$ cat src/rtl/cellram_async_ctrl_pkg.sv
`default_nettype none
// +----------------------------------------------------------------------------+
// | Module      : cellram_async_ctrl_pkg                                       |
// | Description : Shared definitions for the asynchronous CellularRAM          |
// |               controller: FSM state encoding, timer width, and the         |
// |               configuration-register select values carried on the address. |
// | Revision    : 1.0  initial release                                         |
// +----------------------------------------------------------------------------+
package cellram_async_ctrl_pkg;

    // Width of the shared access/power-up down-counter.
    localparam int c_CNT_W = 24;

    typedef enum logic [2:0] {
        ST_POWERUP  = 3'd0,
        ST_IDLE     = 3'd1,
        ST_ADDR     = 3'd2,
        ST_WR_PULSE = 3'd3,
        ST_WR_HOLD  = 3'd4,
        ST_RD_WAIT  = 3'd5,
        ST_RECOVER  = 3'd6
    } state_t;

    // Register select field for config-register accesses (address bits 19:18).
    localparam int          c_SEL_POS = 18;
    localparam logic [1:0]  c_SEL_RCR = 2'b00;
    localparam logic [1:0]  c_SEL_BCR = 2'b10;

    // Converts a cycle-count parameter to the counter width.
    function automatic logic [c_CNT_W-1:0] cyc(input int n);
        return c_CNT_W'(n);
    endfunction

endpackage
`default_nettype wire

$ cat src/rtl/cellram_async_ctrl_timer.sv
`default_nettype none
// +----------------------------------------------------------------------------+
// | Module      : cellram_async_ctrl_timer                                     |
// | Description : Loadable down-counter shared by all timed controller states. |
// |               Loading N keeps o_done low for N-1 cycles, so a state that   |
// |               loads N and leaves on o_done lasts exactly N cycles.         |
// | Ports       : clk, reset (async, active-high)                              |
// |               i_load  - load i_value this cycle                            |
// |               i_value - count to load                                      |
// |               o_done  - current count <= 1                                 |
// | Revision    : 1.0  initial release                                         |
// +----------------------------------------------------------------------------+
module cellram_async_ctrl_timer
    import cellram_async_ctrl_pkg::*;
#(
    parameter logic [c_CNT_W-1:0] RST_VAL = '0
) (
    input  logic               clk,
    input  logic               reset,
    input  logic               i_load,
    input  logic [c_CNT_W-1:0] i_value,
    output logic               o_done
);

    logic [c_CNT_W-1:0] r_cnt;

    always_ff @(posedge clk or posedge reset) begin
        if (reset) begin
            r_cnt <= RST_VAL;
        end else if (i_load) begin
            r_cnt <= i_value;
        end else if (r_cnt != '0) begin
            r_cnt <= r_cnt - c_CNT_W'(1);
        end
    end

    // A load of 0 also reads as done, so a zero power-up wait is skipped.
    assign o_done = (r_cnt <= c_CNT_W'(1));

endmodule
`default_nettype wire

$ cat src/rtl/cellram_async_ctrl.sv
`default_nettype none
// +----------------------------------------------------------------------------+
// | Module      : cellram_async_ctrl                                           |
// | Description : Host-side asynchronous-mode CellularRAM controller. Accepts  |
// |               single-word read / write / config-register requests on a     |
// |               valid/ready port and sequences the device strobes with       |
// |               cycle-counted timing. Reads return on a one-cycle strobe.    |
// | Ports       : clk, reset (async, active-high), init_done                   |
// |               req_valid/ready/write/cre/addr/wdata/be - request port       |
// |               rsp_valid/rsp_rdata                     - read response      |
// |               ram_* - device pins (all registered), ram_dq_i sampled DQ    |
// | Revision    : 1.0  initial release                                         |
// +----------------------------------------------------------------------------+
module cellram_async_ctrl
    import cellram_async_ctrl_pkg::*;
#(
    parameter int ADDR_BITS  = 23,
    parameter int DQ_BITS    = 16,
    parameter int BY_BITS    = 2,
    parameter int T_PU_CYC   = 15000,
    parameter int T_AVS_CYC  = 1,
    parameter int T_WP_CYC   = 4,
    parameter int T_RD_CYC   = 6,
    parameter int T_HOLD_CYC = 1,
    parameter int T_REC_CYC  = 2
) (
    input  logic                 clk,
    input  logic                 reset,
    output logic                 init_done,
    input  logic                 req_valid,
    output logic                 req_ready,
    input  logic                 req_write,
    input  logic                 req_cre,
    input  logic [ADDR_BITS-1:0] req_addr,
    input  logic [DQ_BITS-1:0]   req_wdata,
    input  logic [BY_BITS-1:0]   req_be,
    output logic                 rsp_valid,
    output logic [DQ_BITS-1:0]   rsp_rdata,
    output logic                 ram_clk,
    output logic                 ram_ce_n,
    output logic                 ram_adv_n,
    output logic                 ram_oe_n,
    output logic                 ram_we_n,
    output logic                 ram_ub_n,
    output logic                 ram_lb_n,
    output logic                 ram_cre,
    output logic [ADDR_BITS-1:0] ram_addr,
    output logic [DQ_BITS-1:0]   ram_dq_o,
    output logic                 ram_dq_oe,
    input  logic [DQ_BITS-1:0]   ram_dq_i
);

    state_t             r_state;
    state_t             w_state_nxt;
    logic               r_write;
    logic               w_accept;
    logic               w_tmr_load;
    logic [c_CNT_W-1:0] w_tmr_val;
    logic               w_tmr_done;

    assign ram_clk   = 1'b0;
    assign req_ready = (r_state == ST_IDLE);
    assign w_accept  = (r_state == ST_IDLE) && req_valid;

    cellram_async_ctrl_timer #(
        .RST_VAL (cyc(T_PU_CYC))
    ) u_timer (
        .clk     (clk),
        .reset   (reset),
        .i_load  (w_tmr_load),
        .i_value (w_tmr_val),
        .o_done  (w_tmr_done)
    );

    always_ff @(posedge clk or posedge reset) begin
        if (reset) begin
            r_state <= ST_POWERUP;
        end else begin
            r_state <= w_state_nxt;
        end
    end

    // Every timed state loads the timer for its successor on the exit edge.
    always_comb begin
        w_state_nxt = r_state;
        w_tmr_load  = 1'b0;
        w_tmr_val   = '0;
        case (r_state)
            ST_POWERUP: begin
                if (w_tmr_done) w_state_nxt = ST_IDLE;
            end
            ST_IDLE: begin
                if (req_valid) begin
                    w_state_nxt = ST_ADDR;
                    w_tmr_load  = 1'b1;
                    w_tmr_val   = cyc(T_AVS_CYC);
                end
            end
            ST_ADDR: begin
                if (w_tmr_done) begin
                    w_tmr_load = 1'b1;
                    if (r_write) begin
                        w_state_nxt = ST_WR_PULSE;
                        w_tmr_val   = cyc(T_WP_CYC);
                    end else begin
                        w_state_nxt = ST_RD_WAIT;
                        w_tmr_val   = cyc(T_RD_CYC);
                    end
                end
            end
            ST_WR_PULSE: begin
                if (w_tmr_done) begin
                    w_state_nxt = ST_WR_HOLD;
                    w_tmr_load  = 1'b1;
                    w_tmr_val   = cyc(T_HOLD_CYC);
                end
            end
            ST_WR_HOLD, ST_RD_WAIT: begin
                if (w_tmr_done) begin
                    w_state_nxt = ST_RECOVER;
                    w_tmr_load  = 1'b1;
                    w_tmr_val   = cyc(T_REC_CYC);
                end
            end
            ST_RECOVER: begin
                if (w_tmr_done) w_state_nxt = ST_IDLE;
            end
            default: w_state_nxt = ST_POWERUP;
        endcase
    end

    // Control, init and response registers.
    always_ff @(posedge clk or posedge reset) begin
        if (reset) begin
            r_write   <= 1'b0;
            init_done <= 1'b0;
            rsp_valid <= 1'b0;
            rsp_rdata <= '0;
        end else begin
            rsp_valid <= 1'b0;
            if (w_accept) r_write <= req_write;
            if (r_state == ST_POWERUP && w_tmr_done) init_done <= 1'b1;
            // Sample DQ on the final OE# low edge, while the device still drives.
            if (r_state == ST_RD_WAIT && w_tmr_done) begin
                rsp_valid <= 1'b1;
                rsp_rdata <= ram_dq_i;
            end
        end
    end

    // Pin registers follow the next state so every pin changes with the state.
    // Address, CRE, data and lanes are captured only at acceptance and then held.
    always_ff @(posedge clk or posedge reset) begin
        if (reset) begin
            ram_ce_n  <= 1'b1;
            ram_adv_n <= 1'b1;
            ram_oe_n  <= 1'b1;
            ram_we_n  <= 1'b1;
            ram_ub_n  <= 1'b1;
            ram_lb_n  <= 1'b1;
            ram_cre   <= 1'b0;
            ram_addr  <= '0;
            ram_dq_o  <= '0;
            ram_dq_oe <= 1'b0;
        end else if (w_accept) begin
            ram_ce_n  <= 1'b0;
            ram_adv_n <= 1'b0;
            ram_cre   <= req_cre;
            ram_addr  <= req_addr;
            ram_dq_o  <= req_wdata;
            // Config writes carry their value on the address bus, so DQ stays off.
            ram_dq_oe <= req_write & ~req_cre;
            if (req_write && !req_cre) begin
                ram_ub_n <= ~req_be[BY_BITS-1];
                ram_lb_n <= ~req_be[0];
            end else begin
                ram_ub_n <= 1'b0;
                ram_lb_n <= 1'b0;
            end
        end else begin
            case (w_state_nxt)
                ST_ADDR: ;
                ST_WR_PULSE: begin
                    ram_adv_n <= 1'b1;
                    ram_we_n  <= 1'b0;
                end
                ST_WR_HOLD: begin
                    ram_we_n  <= 1'b1;
                end
                ST_RD_WAIT: begin
                    ram_adv_n <= 1'b1;
                    ram_oe_n  <= 1'b0;
                end
                default: begin
                    ram_ce_n  <= 1'b1;
                    ram_adv_n <= 1'b1;
                    ram_oe_n  <= 1'b1;
                    ram_we_n  <= 1'b1;
                    ram_ub_n  <= 1'b1;
                    ram_lb_n  <= 1'b1;
                    ram_cre   <= 1'b0;
                    ram_dq_oe <= 1'b0;
                end
            endcase
        end
    end

endmodule
`default_nettype wire

$ cat config.mk
export PLATFORM = sky130hd
export DESIGN_NAME = cellram_async_ctrl
export DESIGN_NICKNAME = d
export VERILOG_FILES = /design/src/rtl/cellram_async_ctrl_pkg.sv /design/src/rtl/cellram_async_ctrl_timer.sv /design/src/rtl/cellram_async_ctrl.sv
export SDC_FILE = /design/constraint.sdc
export NUM_CORES = 1
export LEC_CHECK = 0
export CAP_MARGIN = 20
export CORE_UTILIZATION = 50
export DETAILED_ROUTE_END_ITERATION = 16
export PLACE_DENSITY_LB_ADDON = 0.25
export SLEW_MARGIN = 15
export SYNTH_ARGS = -nofsm -noshare
export SYNTH_HDL_FRONTEND = slang
export SYNTH_SLANG_ARGS = --single-unit
$ cat constraint.sdc
create_clock -name clk -period 5.4 [get_ports clk]
set_input_delay 0.54 -clock clk [delete_from_list [all_inputs] [get_ports clk]]
set_output_delay 0.54 -clock clk [all_outputs]
set_load 0.01 [all_outputs]
# Word level (Yosys, flattened, before mapping)
# Cells that the tools add are included.
[totals] reg_bits=93 inputBits=62 output_inout_bits=67 elab_cells=86
[op_classes] add_sub_neg=1 n_lt_le_gt_ge=1 eq_ne=12 n_mux=32 bitwise_logic=7 reduce_logical=17
[ops] op="24-bit two-way mux" n=2
[ops] op="24-bit by 1-bit <= comparator with 1-bit output, second input constant" n=1
[ops] op="24-bit nonzero test" n=1
[ops] op="24-bit by 1-bit subtractor with 24-bit output, second input constant" n=1
[ops] op="3-bit two-way mux" n=7
[ops] op="1-bit two-way mux" n=16
[ops] op="3-bit equality test, second input constant" n=5
[ops] op="3-bit one-hot mux with 5 select lines" n=1
[ops] op="3-bit by 2-bit equality test with 1-bit output, second input constant" n=4
[ops] op="3-bit one-hot mux with 4 select lines" n=1
[ops] op="2-bit OR reduction" n=4
[ops] op="4-bit OR reduction" n=2
[ops] op="1-bit NOT" n=6
[ops] op="1-bit one-hot mux with 2 select lines" n=3
[ops] op="1-bit logical AND" n=4
[ops] op="2-bit two-way mux" n=2
[ops] op="2-bit by 1-bit inequality test with 1-bit output, second input constant" n=2
[ops] op="2-bit AND reduction" n=2
[ops] op="3-bit by 1-bit equality test with 1-bit output, second input constant" n=1
[ops] op="3-bit zero test" n=1
[ops] op="3-bit OR reduction" n=1
[ops] op="2-bit nonzero test" n=1
[ops] op="1-bit AND" n=1
[ops] op="1-bit zero test" n=1

# Logic depth before layout (Yosys ltp)
[logic_depth] word_depth=7 ltp_mapped=9 mapped_depth_nobuf=8

# By module
# Synthesis repeated with hierarchy kept, for this count alone.
[hier_totals] cells_unflattened=480 hier_area_um2=4659.5
[by_module_without_submodules] mod="cellram_async_ctrl" n_inst=1 cells_per_inst=295 area_each_um2=2974.1
[by_module_without_submodules] mod="cellram_async_ctrl_timer" n_inst=1 cells_per_inst=185 area_each_um2=1685.4

# Least setup slack after synthesis
# Ideal clock, no wire load.
[synth_timing] path_kind="reg2reg" startpoint="register u_timer.r_cnt[6]" endpoint="register ram_cre" setup_time_ns=0.122 t_arrival_ns=2.300 slack_ns=2.979 path_stages_with_launch=7 synth_period_minus_slack_ns=2.421 path_cell_list="dfrtp_1 or4_4 or4_4 nor3_2 a311oi_4 xnor2_2 a32o_1"
[synth_via] elab_chain_cells=6 elab_cells_between_ends=12
[synth_lines] item="start, declared" line_no="cellram_async_ctrl_timer.sv:25" rtl="logic [c_CNT_W-1:0] r_cnt;"
[synth_lines] item="start signal, assigned" line_no="cellram_async_ctrl_timer.sv:31" rtl="r_cnt <= i_value;"
[synth_lines] item="start signal, assigned" line_no="cellram_async_ctrl_timer.sv:33" rtl="r_cnt <= r_cnt - c_CNT_W'(1);"
[synth_lines] item="24-bit by 1-bit <= comparator with 1-bit output (*)" line_no="cellram_async_ctrl_timer.sv:38" rtl="assign o_done = (r_cnt <= c_CNT_W'(1));"
[synth_lines] item="3-bit two-way mux, on equally long branches"
[synth_lines] item="3-bit one-hot mux with 5 select lines (*)" line_no="cellram_async_ctrl.sv:88" rtl="case (r_state)"
[synth_lines] item="3-bit equality test / 3-bit by 2-bit equality test with 1-bit output (equally long branches)" line_no="cellram_async_ctrl.sv:181" rtl="case (w_state_nxt)"
[synth_lines] item="4-bit OR reduction (no source line) (*)"
[synth_lines] item="2-bit by 1-bit inequality test with 1-bit output (no source line) (*)"
[synth_lines] item="end signal, assigned" line_no="cellram_async_ctrl.sv:168" rtl="ram_cre <= req_cre;"
[synth_lines] item="end, declared" line_no="cellram_async_ctrl.sv:46" rtl="output logic ram_cre,"
# Mark *: on every way between the ends. The rest lies on a longest branch, timed or not.
# A chain may end at the register's enable or synchronous reset.

# Worst setup path after layout
[layout_timing] startpoint="register u_timer.r_cnt[6]" endpoint="register rsp_rdata[0]"
[layout_via] elab_chain_cells=2
[layout_lines] item="24-bit by 1-bit <= comparator with 1-bit output" line_no="cellram_async_ctrl_timer.sv:38"
[layout_lines] item="1-bit logical AND" line_no="cellram_async_ctrl.sv:144" rtl="if (r_state == ST_RD_WAIT && w_tmr_done) begin"
[layout_lines] item="end signal, assigned" line_no="cellram_async_ctrl.sv:146" rtl="rsp_rdata <= ram_dq_i;"
[layout_lines] item="end, declared" line_no="cellram_async_ctrl.sv:38" rtl="output logic [DQ_BITS-1:0] rsp_rdata,"
# Every way passes these cells.

==> impl_summary.md <==
Floorplan
The die boundary height is 93.3 µm. The full die area is between 8000 and 9000 µm². The I/O pin total is 129. The placeable core region is 7890 µm². The initialized floorplan defines 32 standard-cell rows. The effective utilization at floorplan is ~53%. The die width is between 90 and 100 µm.

Clocking
At the later pin of the worst-skew pair, clock insertion delay measures between 300 and 400 ps. TritonCTS built the clock tree. For this design, the sink count on the clock tree is a little over 90. The cell at the root of the clock tree is sky130_fd_sc_hd__clkbuf_8.

The H-tree depth reported by CTS is 3. The post-cts hold buffer count is 0. Buffers inserted during clock tree synthesis total 9. The number of buffers on the longest clock path is 2.

The number of gates resized after CTS was 0. Clock-pin slew was measured on the worst setup and hold paths at around 100 ps. After clock tree synthesis, the setup repair step added 0 buffers.

GRT
The aggregate global routing overflow is 0. The number of global-route vias before repair is around 3600. Across every metal layer, demand over resource in global routing totals 24.2%.

The wire length of the first global-routing pass is about 16 mm. The pin count of the biggest net entering global routing is 55. The initial antenna violation count came to 0.

Pwr
The net switching share of the total power is 35.2%. The combinational fraction of design power is 37.0%. The net load switching power is around 0.86 mW. For this design the ratio of total power to cell area is 428 nW/µm².

The total leakage power is 2.56 nW. IR analysis of the VDD net gives a maximum drop of 0.000247 V. The share of power burned in registers is 44.9%. Of the total power, the clock network draws 18.1%. The internal power consumption is 1.58 mW.

STA
For the pin with the worst max-slew slack, the measured transition is 1090 ps. Setup repair after global routing left no endpoint under its margin. The setup TNS after final layout is 0 ps. Timing would allow up to roughly 360 MHz. Measured against its own limit, the worst slew margin works out to 27.3%. In the finished design, the share of the clock period the worst path needs comes to between 50% and 60%. The clock period minus final worst setup slack is 2750 ps.

Final hold analysis gives a worst-case slack of 480 ps. The clock tree skew after final layout is about 11 ps. The number of hold violations in the final report was 0. The number of pins with negative max-slew slack in the final report is 0. Setup violations remaining at the end of the flow were counted as 0.

Critical path
The reg-to-reg critical path startpoint is u_timer.r_cnt[6]. The setup slack of the worst register-to-register path is 2650 ps. The critical path goes through or4_4, nor4_4, nand4_1, mux2_2. The top fanout value on the critical path is 17. Data arrives at the worst endpoint at 3000 ps. In this design, the stage delay of the slowest critical-path cell is approximately 730 ps. The required arrival time at the worst endpoint is roughly 5700 ps. The type of the worst setup path is register to register. The largest individual stage delay along the critical path comes from the cell sky130_fd_sc_hd__nand4_1.

The worst reg-to-reg path cell count is 4. The kind of end point of the critical path is a register. In this run the critical register-to-register path is captured at rsp_rdata[0]. The kind of start point of the critical path is a register.

Synth
The post-synthesis sequential element count is between 90 and 100. In the synthesized netlist the async set-or-reset flop fraction comes to 100%. The number of enable flip-flop cells after synthesis is 0. Of the post-synthesis cell area, the dominant cell type holds between 40% and 50%. The post-synth net total is 483. Among all flip-flop cells after synthesis, the most frequent one is sky130_fd_sc_hd__dfrtp_1. The cell taking the most area after synthesis is sky130_fd_sc_hd__dfrtp_1. The number of warning messages in the yosys log is 0. The number of distinct library cells after synthesis is 52. In the synthesized netlist, the number of instances is ~420. After synthesis, the mean cell area works out to 9.99 µm². In this run the cell area of the synthesized design comes to 4160 µm². After synthesis, the cell types taking the most area are sky130_fd_sc_hd__dfrtp_1 48%, sky130_fd_sc_hd__nand2_1 11%, sky130_fd_sc_hd__dfstp_2 8.2%. The share of the yosys chip area belonging to registers is 56.3%.

Worst hold path
The startpoint identified for the worst hold timing path is ram_addr[1]. The worst hold path terminates at ram_addr[1]. The worst hold path depth is 2. The tightest min-delay check is of the register to register type.

Routing
The number of antenna-violating nets in the routed design is 0. After the first detailed-routing iteration, the DRC count stood at 163. After detailed routing, the average wire length per cell comes to 15.0 µm. The highest layer touched by signal routing is met4. The average via count per standard cell is 5.21. The routed via count is 3380. For this block, the routed nets add up to 9.71 mm of wire. The length of routed met3 wiring is 659 µm. After detailed routing, the number of remaining DRC violations is 0. In the final routing, the length of wire on met1 measures just under 4 mm. The met2 wire length is 4.93 mm. The detailed-router iteration count before antenna repair is 4.

Cells and area
The total non-filler cell area in the finished layout is 5710 µm². 0 antenna diodes ended up in the layout. The multi-input logic area is 1710 µm². Cells with a size suffix above 1 make up 12.4% of the layout. In the final design database the tool counted about 600 nets. From synthesis to final layout, the design area changed by 37.2%. The number of filler cells placed in the layout is 566. The area of all sequential standard cells is 2340 µm².

Place
After legalization and detailed placement, the total HPWL measured just over 7 mm. At the end of routability-driven placement, the weighted congestion stood at 0.821. The area of placed instances is 5530 µm². Port buffering added around 130 buffers.

Status
The run finished with clean final reports.

Run
Max-cap violations in this run came to 0.
[placed cells by master, fill, tap and decap left out, types with 2 or more instances in the layout]
master	instances
sky130_fd_sc_hd__dfstp_2	13
sky130_fd_sc_hd__o21ai_0	7
sky130_fd_sc_hd__xnor2_1	14
sky130_fd_sc_hd__nor3_1	13
sky130_fd_sc_hd__o31ai_1	2
sky130_fd_sc_hd__or4_4	3
sky130_fd_sc_hd__or4_1	4
sky130_fd_sc_hd__nor2b_1	4
sky130_fd_sc_hd__buf_4	4
sky130_fd_sc_hd__nor2_1	41
sky130_fd_sc_hd__a2111oi_2	2
sky130_fd_sc_hd__xor2_1	7
sky130_fd_sc_hd__inv_6	5
sky130_fd_sc_hd__nand2b_1	2
sky130_fd_sc_hd__mux2_2	17
sky130_fd_sc_hd__dfrtp_1	80
sky130_fd_sc_hd__o21ai_1	3
sky130_fd_sc_hd__clkinv_2	2
sky130_fd_sc_hd__nor4_1	7
sky130_fd_sc_hd__clkdlybuf4s50_1	127
sky130_fd_sc_hd__clkbuf_8	10
sky130_fd_sc_hd__and2_1	2
sky130_fd_sc_hd__a22oi_1	2
sky130_fd_sc_hd__or3_1	5
sky130_fd_sc_hd__a21oi_1	6
sky130_fd_sc_hd__a31oi_1	4
sky130_fd_sc_hd__nand2_1	123
sky130_fd_sc_hd__ha_1	4
sky130_fd_sc_hd__nand4_1	2
sky130_fd_sc_hd__inv_1	9
[critical path: cells and delay by family (launching register included)]
kind / cells / cell delay [ps]
simple gates: 3 / 1680
flops: 1 / 410
mux: 1 / 550
[layout make-up]
| cell class | count | share of cell area, % |
|---|---|---|
| clock buffer | 10 | 2.41 |
| tap | 102 | 2.23 |
| timing repair buffer | 131 | 22.8 |
| multi-input combinational | 297 | 30.0 |
| inverter | 10 | 0.679 |
| clock inverter | 6 | 0.854 |
| sequential | 93 | 41.0 |
[flip-flops by register name, indices dropped and copies added (netlist names)]
| register | cells |
|---|---|
| ram_lb_n | 1 |
| ram_oe_n | 1 |
| ram_ub_n | 1 |
| u_timer.r_cnt | 24 |
| r_write | 1 |
| init_done | 1 |
| ram_dq_oe | 1 |
| ram_addr | 23 |
| rsp_rdata | 16 |
| ram_we_n | 1 |
| ram_cre | 1 |
| rsp_valid | 1 |
| ram_adv_n | 1 |
| ram_dq_o | 16 |
| r_state | 3 |
| ram_ce_n | 1 |
[power by group through the flow]
stage                     Clock, mW  Sequential (mW)  Combinational, mW
after global routing          0.486             1.13              0.994
after global placement            0             1.10              0.863
after detailed placement          0             1.11              0.903
after floorplan                   0             1.14              0.450
after CTS                     0.455             1.10              0.910
final                         0.443             1.10              0.904
[cell usage after synthesis (3+ instances only)]
cell type                  count
sky130_fd_sc_hd__o21ai_0       7
sky130_fd_sc_hd__or3_1         5
sky130_fd_sc_hd__a31oi_1       4
sky130_fd_sc_hd__or4_4         3
sky130_fd_sc_hd__nor4_1        7
sky130_fd_sc_hd__or4_1         4
sky130_fd_sc_hd__clkbuf_1     13
sky130_fd_sc_hd__ha_1          4
sky130_fd_sc_hd__dfstp_2      13
sky130_fd_sc_hd__xor2_1        7
sky130_fd_sc_hd__inv_1        10
sky130_fd_sc_hd__xnor2_1      14
sky130_fd_sc_hd__dfrtp_1      80
sky130_fd_sc_hd__nand2_1     123
sky130_fd_sc_hd__nor2b_1       4
sky130_fd_sc_hd__nor2_1       41
sky130_fd_sc_hd__mux2_2       17
sky130_fd_sc_hd__nor3_1       13
sky130_fd_sc_hd__o21ai_1       3
sky130_fd_sc_hd__a21oi_1       6
[per-layer routing]
layer / track usage [%] / vias to the layer above
met4: 8.33 / 0
met3: 7.80 / 17
met1: 29.1 / 1632
met2: 40.9 / 100
met5: 0 / -
li1: - / 1631
[worst max-delay path by stage]
stage,slack [ps],from,cells past startpoint,end
floorplan,2460,reset,1,init_done
global placement,2680,u_timer.r_cnt[6],4,rsp_rdata[1]
detailed placement,2600,u_timer.r_cnt[6],4,rsp_rdata[0]
CTS,2600,u_timer.r_cnt[6],4,rsp_rdata[0]
global route,2450,u_timer.r_cnt[6],4,rsp_rdata[13]
finish,2650,u_timer.r_cnt[6],4,rsp_rdata[0]
[kinds of logic after synthesis]
| kind of cell | Yosys count | synth area share (%) |
|---|---|---|
| AO/OA/AOI/OAI | 36 | 6.79 |
| XOR/XNOR | 22 | 4.81 |
| adder cells (fa/ha/maj) | 4 | 1.20 |
| buffers and inverters | 27 | 2.55 |
| flip-flops | 93 | 56.3 |
| multiplexers | 17 | 4.60 |
| other | 1 | 0.0901 |
| AND/OR/NAND/NOR | 217 | 23.7 |
[per-stage QoR]
step                      setup slack, ps  cells  total power [mW]  utilization (%)
after floorplan                      2460    417              1.59                -
after global placement               2680    633              1.96             70.1
after detailed placement             2600    633              2.01             70.1
after CTS                            2600    649              2.46             72.4
after global routing                 2450    649              2.61             72.4
final                                2650    649              2.45             72.4
No activity file was read; power rests on OpenSTA's default activity.
